### config.mk
export PLATFORM = sky130hd
export DESIGN_NAME = quantdeser
export DESIGN_NICKNAME = d
export VERILOG_FILES = /design/src/rtl/quantser_pkg.sv /design/src/rtl/quantdeser.sv
export SDC_FILE = /design/constraint.sdc
export NUM_CORES = 1
export LEC_CHECK = 0
export CELL_PAD_IN_SITES_DETAIL_PLACEMENT = 1
export CELL_PAD_IN_SITES_GLOBAL_PLACEMENT = 1
export CORE_UTILIZATION = 43
export CTS_CLUSTER_DIAMETER = 60
export DETAILED_ROUTE_END_ITERATION = 6
export PLACE_DENSITY_LB_ADDON = 0.2
export SLEW_MARGIN = 10
export SYNTH_ARGS = -nofsm -noshare
export SYNTH_HDL_FRONTEND = slang
export SYNTH_SLANG_ARGS = --single-unit
### constraint.sdc
create_clock -name clk -period 3.64 [get_ports clk]
set_clock_uncertainty 0.1 [all_clocks]
set_input_delay 0.546 -clock clk [delete_from_list [all_inputs] [get_ports clk]]
set_output_delay 0.546 -clock clk [all_outputs]
set_load 0.03 [all_outputs]
### src/rtl/quantser_pkg.sv
// Shared types and helpers for the quantized bit-serial datapath.
package quantser_pkg;

  // Widest word the extension helper handles; the instantiating module
  // zero-pads into it and truncates back out of it.
  localparam int unsigned SEXT_W  = 64;
  localparam int unsigned SEXT_BW = 6;

  typedef enum logic {
    IDLE  = 1'b0,
    SHIFT = 1'b1
  } state_t;

  // Keep the low nb+1 bits of word; replicate bit nb above them when sx is set.
  function automatic logic [SEXT_W-1:0] sext(input logic [SEXT_W-1:0]  word,
                                             input logic [SEXT_BW-1:0] nb,
                                             input logic               sx);
    logic [SEXT_W-1:0] mask;
    logic [SEXT_W-1:0] res;
    mask = (SEXT_W'(1) << ({1'b0, nb} + 7'd1)) - SEXT_W'(1);
    res  = word & mask;
    if (sx && word[nb]) res = res | ~mask;
    return res;
  endfunction

  // Legal parameter combination: precision fits the output and the helper.
  function automatic bit params_ok(input int unsigned bdout, input int unsigned bdmax);
    return (bdmax >= 2) && (bdmax <= bdout) && (bdout <= SEXT_W);
  endfunction

endpackage

### src/rtl/quantdeser.sv
// Bit-serial (MSB first, variable precision) to parallel deserializer with
// sign/zero extension and a valid/ready output register.
module quantdeser
  import quantser_pkg::*;
#(
  parameter int unsigned BDOUT = 32,
  parameter int unsigned BDMAX = 32
) (
  input  logic                     clk,
  input  logic                     clr_n,
  input  logic [$clog2(BDMAX)-1:0] bdin,
  input  logic                     signext,
  input  logic                     start,
  input  logic                     din,
  output logic                     busy,
  output logic [BDOUT-1:0]         dout,
  output logic                     dout_valid,
  input  logic                     dout_ready,
  output logic                     ovf
);

  localparam int unsigned BDW = $clog2(BDMAX);

  if (!params_ok(BDOUT, BDMAX)) begin : g_param_err
    $error("quantdeser: need 2 <= BDMAX <= BDOUT <= 64");
  end

  state_t           state;
  logic [BDMAX-1:0] acc;
  logic [BDW-1:0]   cnt;
  logic [BDW-1:0]   nb;
  logic             sx;

  logic [BDMAX-1:0] shifted;
  logic [BDMAX-1:0] cap_word;
  logic [BDW-1:0]   cap_nb;
  logic             cap_sx;
  logic             done;

  // Word assembled this cycle and whether it completes; a 1-bit word completes
  // straight out of IDLE using the live bdin/signext.
  always_comb begin
    shifted  = (acc << 1) | BDMAX'(din);
    cap_word = shifted;
    cap_nb   = nb;
    cap_sx   = sx;
    done     = 1'b0;
    if (state == IDLE) begin
      cap_word = BDMAX'(din);
      cap_nb   = bdin;
      cap_sx   = signext;
      done     = start && (bdin == '0);
    end else begin
      done     = (cnt == BDW'(1));
    end
  end

  // Capture FSM plus output register; completions are never stalled.
  always_ff @(posedge clk) begin
    if (!clr_n) begin
      state      <= IDLE;
      acc        <= '0;
      cnt        <= '0;
      nb         <= '0;
      sx         <= 1'b0;
      busy       <= 1'b0;
      dout       <= '0;
      dout_valid <= 1'b0;
      ovf        <= 1'b0;
    end else begin
      case (state)
        IDLE: begin
          if (start) begin
            acc <= BDMAX'(din);
            cnt <= bdin;
            nb  <= bdin;
            sx  <= signext;
            if (bdin != '0) begin
              state <= SHIFT;
              busy  <= 1'b1;
            end
          end
        end
        SHIFT: begin
          acc <= shifted;
          cnt <= cnt - BDW'(1);
          if (cnt == BDW'(1)) begin
            state <= IDLE;
            busy  <= 1'b0;
          end
        end
        default: begin
          state <= IDLE;
          busy  <= 1'b0;
        end
      endcase

      if (done) begin
        dout       <= BDOUT'(sext(SEXT_W'(cap_word), SEXT_BW'(cap_nb), cap_sx));
        dout_valid <= 1'b1;
        if (dout_valid && !dout_ready) ovf <= 1'b1;
      end else if (dout_valid && dout_ready) begin
        dout_valid <= 1'b0;
      end
    end
  end

endmodule

Yosys cells after proc, flatten, opt, wreduce, memory -nomap -nowiden
Index checks and enable logic that the tools add are counted.

Word-level logic and storage cells: 55. Output and inout bits: 35. Register bits: 78. Input bits: 11.

Shifts and indexed selects: 1. Equality and inequality tests: 4. Order comparisons: 1. Muxes and demuxes: 21. Reductions and logical operators: 11. Bitwise operators: 5. Add/subtract/negate cells: 3.

Operator list (number): 32-bit two-way mux (2); 31-bit one-hot mux with 2 select lines (1); 32-bit bitwise AND (1); 32-bit NOT (1); 32-bit by 1-bit OR with 32-bit output (1); 32-bit OR (1); 1-bit by 6-bit left shift with 32-bit output, first input constant (1); 32-bit by 2-bit subtractor with 32-bit output, second input constant (1); 31-bit two-way mux (1); 1-bit two-way mux (11); 5-bit two-way mux (2); 5-bit one-hot mux with 2 select lines (1); 5-bit by 7-bit < comparator with 1-bit output, second input constant (1); 5-bit by 1-bit adder with 6-bit output, second input constant (1); 1-bit binary-select mux with 5-bit select (1); 5-bit by 1-bit equality test with 1-bit output, second input constant (1); 5-bit logical NOT (1); 5-bit nonzero test (1); 5-bit by 1-bit subtractor with 5-bit output, second input constant (1); 1-bit logical AND (4); 2-bit by 1-bit inequality test with 1-bit output, second input constant (2); 1-bit one-hot mux with 2 select lines (2); 2-bit AND reduction (2); 3-bit AND reduction (1); 4 further kinds (4).

Longest topological paths before layout
Gate-level depths: netlist of the first run.

Depth after elaboration: 7. Mapped depth: 11. Gate-level depth less buffers: 9.

Worst setup path after synthesis of the first run
Ideal clock, no wire load.

Kind: input to register. From: in bdin[0]. To: reg dout[30]. Arrival time: 2601 ps. Setup time: 62 ps. Stages: 10. Path buffers: 1. Data required time: 3478 ps. Setup slack: 877 ps. Cell sequence: clkbuf_1 > nor3_1 > or2_2 > nand2_1 > ha_1 > o2111ai_1 > nor2_1 > a311oi_1 > or4_1 > nand3_1.

Cells in the longest elaborated chain, start to end: 7. Elaborated cells on any way between the ends: 14. Those cells by class: add/sub: 2; shift: 1; mux: 5; bitwise: 3; reduce/logical: 3.

RTL lines: start, declared (line quantdeser.sv:11) `input logic [$clog2(BDMAX)-1:0] bdin,`; 5-bit two-way mux (line quantdeser.sv:48) `if (state == IDLE) begin`; 5-bit by 1-bit adder with 6-bit output (line quantser_pkg.sv:20) `mask = (SEXT_W'(1) << ({1'b0, nb} + 7'd1)) - SEXT_W'(1);`; 1-bit by 6-bit left shift with 32-bit output (line quantser_pkg.sv:20); 32-bit by 2-bit subtractor with 32-bit output (line quantser_pkg.sv:20); 32-bit bitwise AND or 32-bit NOT (tied branches) (line quantser_pkg.sv:21, quantser_pkg.sv:22); 32-bit OR (line quantser_pkg.sv:22) `if (sx && word[nb]) res = res | ~mask;`; 32-bit two-way mux (line quantser_pkg.sv:22); end signal, assigned (line quantdeser.sv:99) `dout <= BDOUT'(sext(SEXT_W'(cap_word), SEXT_BW'(cap_nb), cap_sx));`; end, declared (line quantdeser.sv:16) `output logic [BDOUT-1:0] dout,`.

Several ways; a longest one is shown, not always the timed one. The select of a mux whose other input is x is not followed. A chain may end at the register's enable or synchronous reset.

Final worst setup path of the first run
From: reg nb[1]. To: reg dout[21].

Cells in the longest elaborated chain, start to end: 7. Elaborated cells on any way between the ends: 11. Those cells by class: add/sub: 2; shift: 1; mux: 4; bitwise: 3; reduce/logical: 1.

RTL lines: start, declared (line quantdeser.sv:31) `logic [BDW-1:0] nb;`; start signal, assigned (line quantdeser.sv:76) `nb <= bdin;`; 5-bit two-way mux * (line quantdeser.sv:48); 5-bit by 1-bit adder with 6-bit output (line quantser_pkg.sv:20); 1-bit by 6-bit left shift with 32-bit output (line quantser_pkg.sv:20); 32-bit by 2-bit subtractor with 32-bit output (line quantser_pkg.sv:20); 32-bit bitwise AND or 32-bit NOT (tied branches) (line quantser_pkg.sv:21, quantser_pkg.sv:22); 32-bit OR (line quantser_pkg.sv:22); 32-bit two-way mux * (line quantser_pkg.sv:22).

Every way passes the cells marked *; elsewhere a longest branch is shown, timed or not. The select of a mux whose other input is x is not followed.

==> run summary, run 1 <==
The flow ran to the end, and the final reports show no timing, DRC or antenna violations. TritonCTS built the clock tree. The count of placed standard cells including taps came out at 719. The synthesized netlist occupies a cell area of 0.00453 sq mm. The maximum clock rate is 0.296 GHz.

The worst register-to-register path begins at nb[1]$_SDFFE_PN0P_. On the critical path, the stage with the largest delay is an instance of a211oi_4. The maximum number of pins on one net before global-route repair came out at 35. The proportion of layout cells with a drive suffix above 1 is 10.0%. The overall track demand over capacity in global routing is 28.3%. The routability congestion estimate came out at 0.944.

The worst slew slack as a fraction of its limit is 46.6%. For this block, the via count after detailed routing is 4452. The largest delay contributor family on the critical path is compound AO/OA/AOI/OAI gates. The number of placement rows came out at 37. The total congestion overflow after global routing is 0. The area growth from synthesis to layout is 18.1%. Among all flip-flop cells after synthesis, the most frequent one is dfxtp_1. In this run the deepest clock path goes through 2 buffers. For this run, the detailed router's first-pass iteration total came to 5. The hold buffer count at CTS is 0.

The total wire length after detailed routing came out at 14800 microns. The post-synthesis net count came out at 572. The number of standard cells in the layout, taps in and fillers out came out at 735. The library cell used most frequently in the layout, excluding fill and tap cells, is dfxtp_1. The number of maximum-capacitance violations came out at 0. The register bit count reported by yosys came out at 78. The kind of path behind the tightest hold check is reg2reg.

The die span in x came out at 105 microns. The starting utilization of the core area came out at 44.0%. The worst endpoint data arrival time is 3.54 ns. After the last flow step, the layout net total stands at 608. The die extent in y is 105 microns. After detailed routing, the average wire length per cell comes to 20.2 microns. The worst hold path begins at dout[0]$_SDFFE_PN0P_. For this run, the number of Yosys warnings is 0.

The post-route worst setup slack is 0.258 ns. After detailed routing, the number of remaining DRC violations is 0. Counting both buffers and inverters, the worst setup path holds a total of 1. The number of distinct library cells after synthesis came out at 74. OpenSTA, run right after detailed placement, puts the worst setup slack at 0.0489 ns. In the routed layout, each cell is associated on average with a via count of 6.06. The antenna diode instance count is 0. The floorplan die area is 0.0109 sq mm. At the pin with the least slew margin, the transition time is 0.798 ns. The hold slack is 0.369 ns.

The endpoint identified for the worst register-to-register timing path is dout[21]$_SDFFE_PN0P_. The synthesized area divided by synthesized cell count came out at 8.11 sq um. The count of H-tree levels built during CTS is 3.

The setup slack on the worst flop-to-flop path came out at 0.26 ns. The clock latency of the later-clocked register in the worst-skew pair is 0.37 ns. The start-to-end type of the worst setup path is reg2reg. The endpoint of the worst hold path is dout[0]$_SDFFE_PN0P_.

The number of design-rule violations left by the first detailed-router iteration came out at 289. After layout, the worst path uses 92.9% of the clock period. The final max-slew violation count is 0. The total clock buffers created by CTS is 9. The number of cells on the worst hold path came out at 2. The number of endpoints failing setup at the final stage came out at 0. The number of top-level design ports is 46.

The power density over the cells came out at 393 mW/mm^2. Leaving out fill and tap cells, the most frequent cells in the layout are dfxtp_1 (77), a21oi_1 (72), nand2_1 (65). The remaining antenna violation count is 0. The clock-pin slew on the worst setup and hold paths is 0.09 ns. The number of sinks on the clock net came out at 78. The biggest fanout along the worst timing path came out at 16.

The worst setup path is launched from a flop. The register area share after synthesis came out at 34.5%. The number of port buffers came out at 45.

Setup repair after global routing left no endpoint under its margin. The cell sitting at the root of the clock tree is a clkbuf_8. The number of failing hold endpoints at the final stage is 0. The cell seen most often among critical-path stages is nor2_1. The time the final worst path needs with I/O delays and setup is 3.38 ns. The post-CTS setup-driven buffer insertion count came out at 0. The worst register-to-register path has a depth of 8. STA classifies the critical path endpoint as a flop. The core outline area came out at 0.0103 sq mm. VDD sags by at most 0.236 mV. Gates resized during post-CTS repair numbered 0.

The delay of the slowest critical-path stage is 0.63 ns. The via count of the first global-routing pass was 4416. Traced cell by cell, the critical path runs through buf_4, mux4_1, mux2_2, nor2_1, nor2_1, a211oi_4, nor2_2, a221o_1. STA puts the critical path data required time at 3.79 ns. The initial antenna violation count came out at 0. Synthesis handed over a netlist of 558 instances. The number of enable flip-flop cells after synthesis is 0.

For this run, asynchronously set or reset flops after synthesis account for 0%. The final sum of negative setup slack came out at 0 ns. The HPWL after detailed placement is 10900 microns. The first-pass GRT wire length came out at 24100 microns.

For this design the static power due to leakage is 1.95 nW.
## logic make-up (layout without fill, tap and decap cells)
group | Yosys count | after routing | share of synthesized area, %
flip-flops | 78 | 78 | 34.5
adder cells (fa/ha/maj) | 3 | 3 | 0.829
multiplexers | 29 | 29 | 9.04
other | 1 | 1 | 0.0828
AO/OA/AOI/OAI | 176 | 176 | 25.1
AND/OR/NAND/NOR | 211 | 211 | 23.7
buffers and inverters | 52 | 93 | 5.22
XOR/XNOR | 8 | 8 | 1.55
## Yosys cell counts, drive strengths merged, types with 6 or more instances
library cell	number	area (sq um)
buf	15	97.6
nor3b	19	148
dfxtp	78	1560
nand3	8	40.0
nand2	65	244
a21oi	73	369
and2	12	75.1
a31oi	9	68.8
mux4	7	176
clkbuf	26	97.6
nand2b	6	37.5
inv	11	41.3
o21ai	39	195
mux2i	15	154
mux2	7	78.8
nor2	61	231
## routing by layer
metal / routed length [microns] / share of wire, % / GRT usage (%) / vias to the layer above
met5: 0 / 0 / 0 / -
met4: 320 / 2.2 / 8.85 / 0
met3: 585 / 3.9 / 4.49 / 26
met2: 6830 / 46 / 44.9 / 126
met1: 7100 / 48 / 39.5 / 2190
li1: - / - / - / 2110
## stage by stage
stage	util [%]	instance area, sq um	power (mW)
floorplan	-	4530	1.22
global placement	49.9	5130	1.36
detailed placement	49.9	5130	1.37
CTS	52.0	5350	2.11
global route	52.0	5350	2.20
finish	52.0	5350	2.10
## state kept, by name, summed over array words and instances, names as in the netlist, 5 cells and up
register / cells
acc: 31
nb: 5
cnt: 5
dout: 32
## how the worst max path moves through the flow
stage                  startpoint               endpoint  cells past startpoint
2_1_floorplan             bdin[0]  dout[30]$_SDFFE_PN0P_                     10
3_3_place_gp              bdin[2]  dout[30]$_SDFFE_PN0P_                      8
3_5_place_dp              bdin[2]  dout[24]$_SDFFE_PN0P_                     10
4_1_cts        nb[1]$_SDFFE_PN0P_  dout[21]$_SDFFE_PN0P_                      8
5_1_grt        nb[1]$_SDFFE_PN0P_  dout[25]$_SDFFE_PN0P_                      8
6_report       nb[1]$_SDFFE_PN0P_  dout[21]$_SDFFE_PN0P_                      8
## final cells by class
type,instances,area (sq um)
fillers,1269,4930
repair buffers,66,621
inverters,11,41.3
flip-flops and latches,78,1560
well taps,136,170
clock buffers,10,128
multi-input cells,428,2730
clock inverters,6,92.6
## worst register-to-register path: stages, from the launching register on
cell and delay (ns):
dfxtp_1 0.59, buf_4 0.32, mux4_1 0.60, mux2_2 0.33, nor2_1 0.10, nor2_1 0.10, a211oi_4 0.63, nor2_2 0.17
a221o_1 0.35
## where the power goes
part	switching [mW]	total, mW	internal [mW]	leakage [nW]
combinational	0.286	0.449	0.164	1.21
clock	0.354	0.745	0.391	0.104
sequential	0.0310	0.907	0.876	0.632
total	0.671	2.10	1.43	1.95
Power figures use the tool's default switching activity.
==> run 2, diff against run 1 <==
--- a/config.mk
+++ b/config.mk
@@ -15,3 +15,4 @@
 export SYNTH_ARGS = -nofsm -noshare
 export SYNTH_HDL_FRONTEND = slang
 export SYNTH_SLANG_ARGS = --single-unit
+export TNS_END_PERCENT = 5
==> results of run 2 <==
No change in the layout: final DEF, timing and power equal those of run 1.
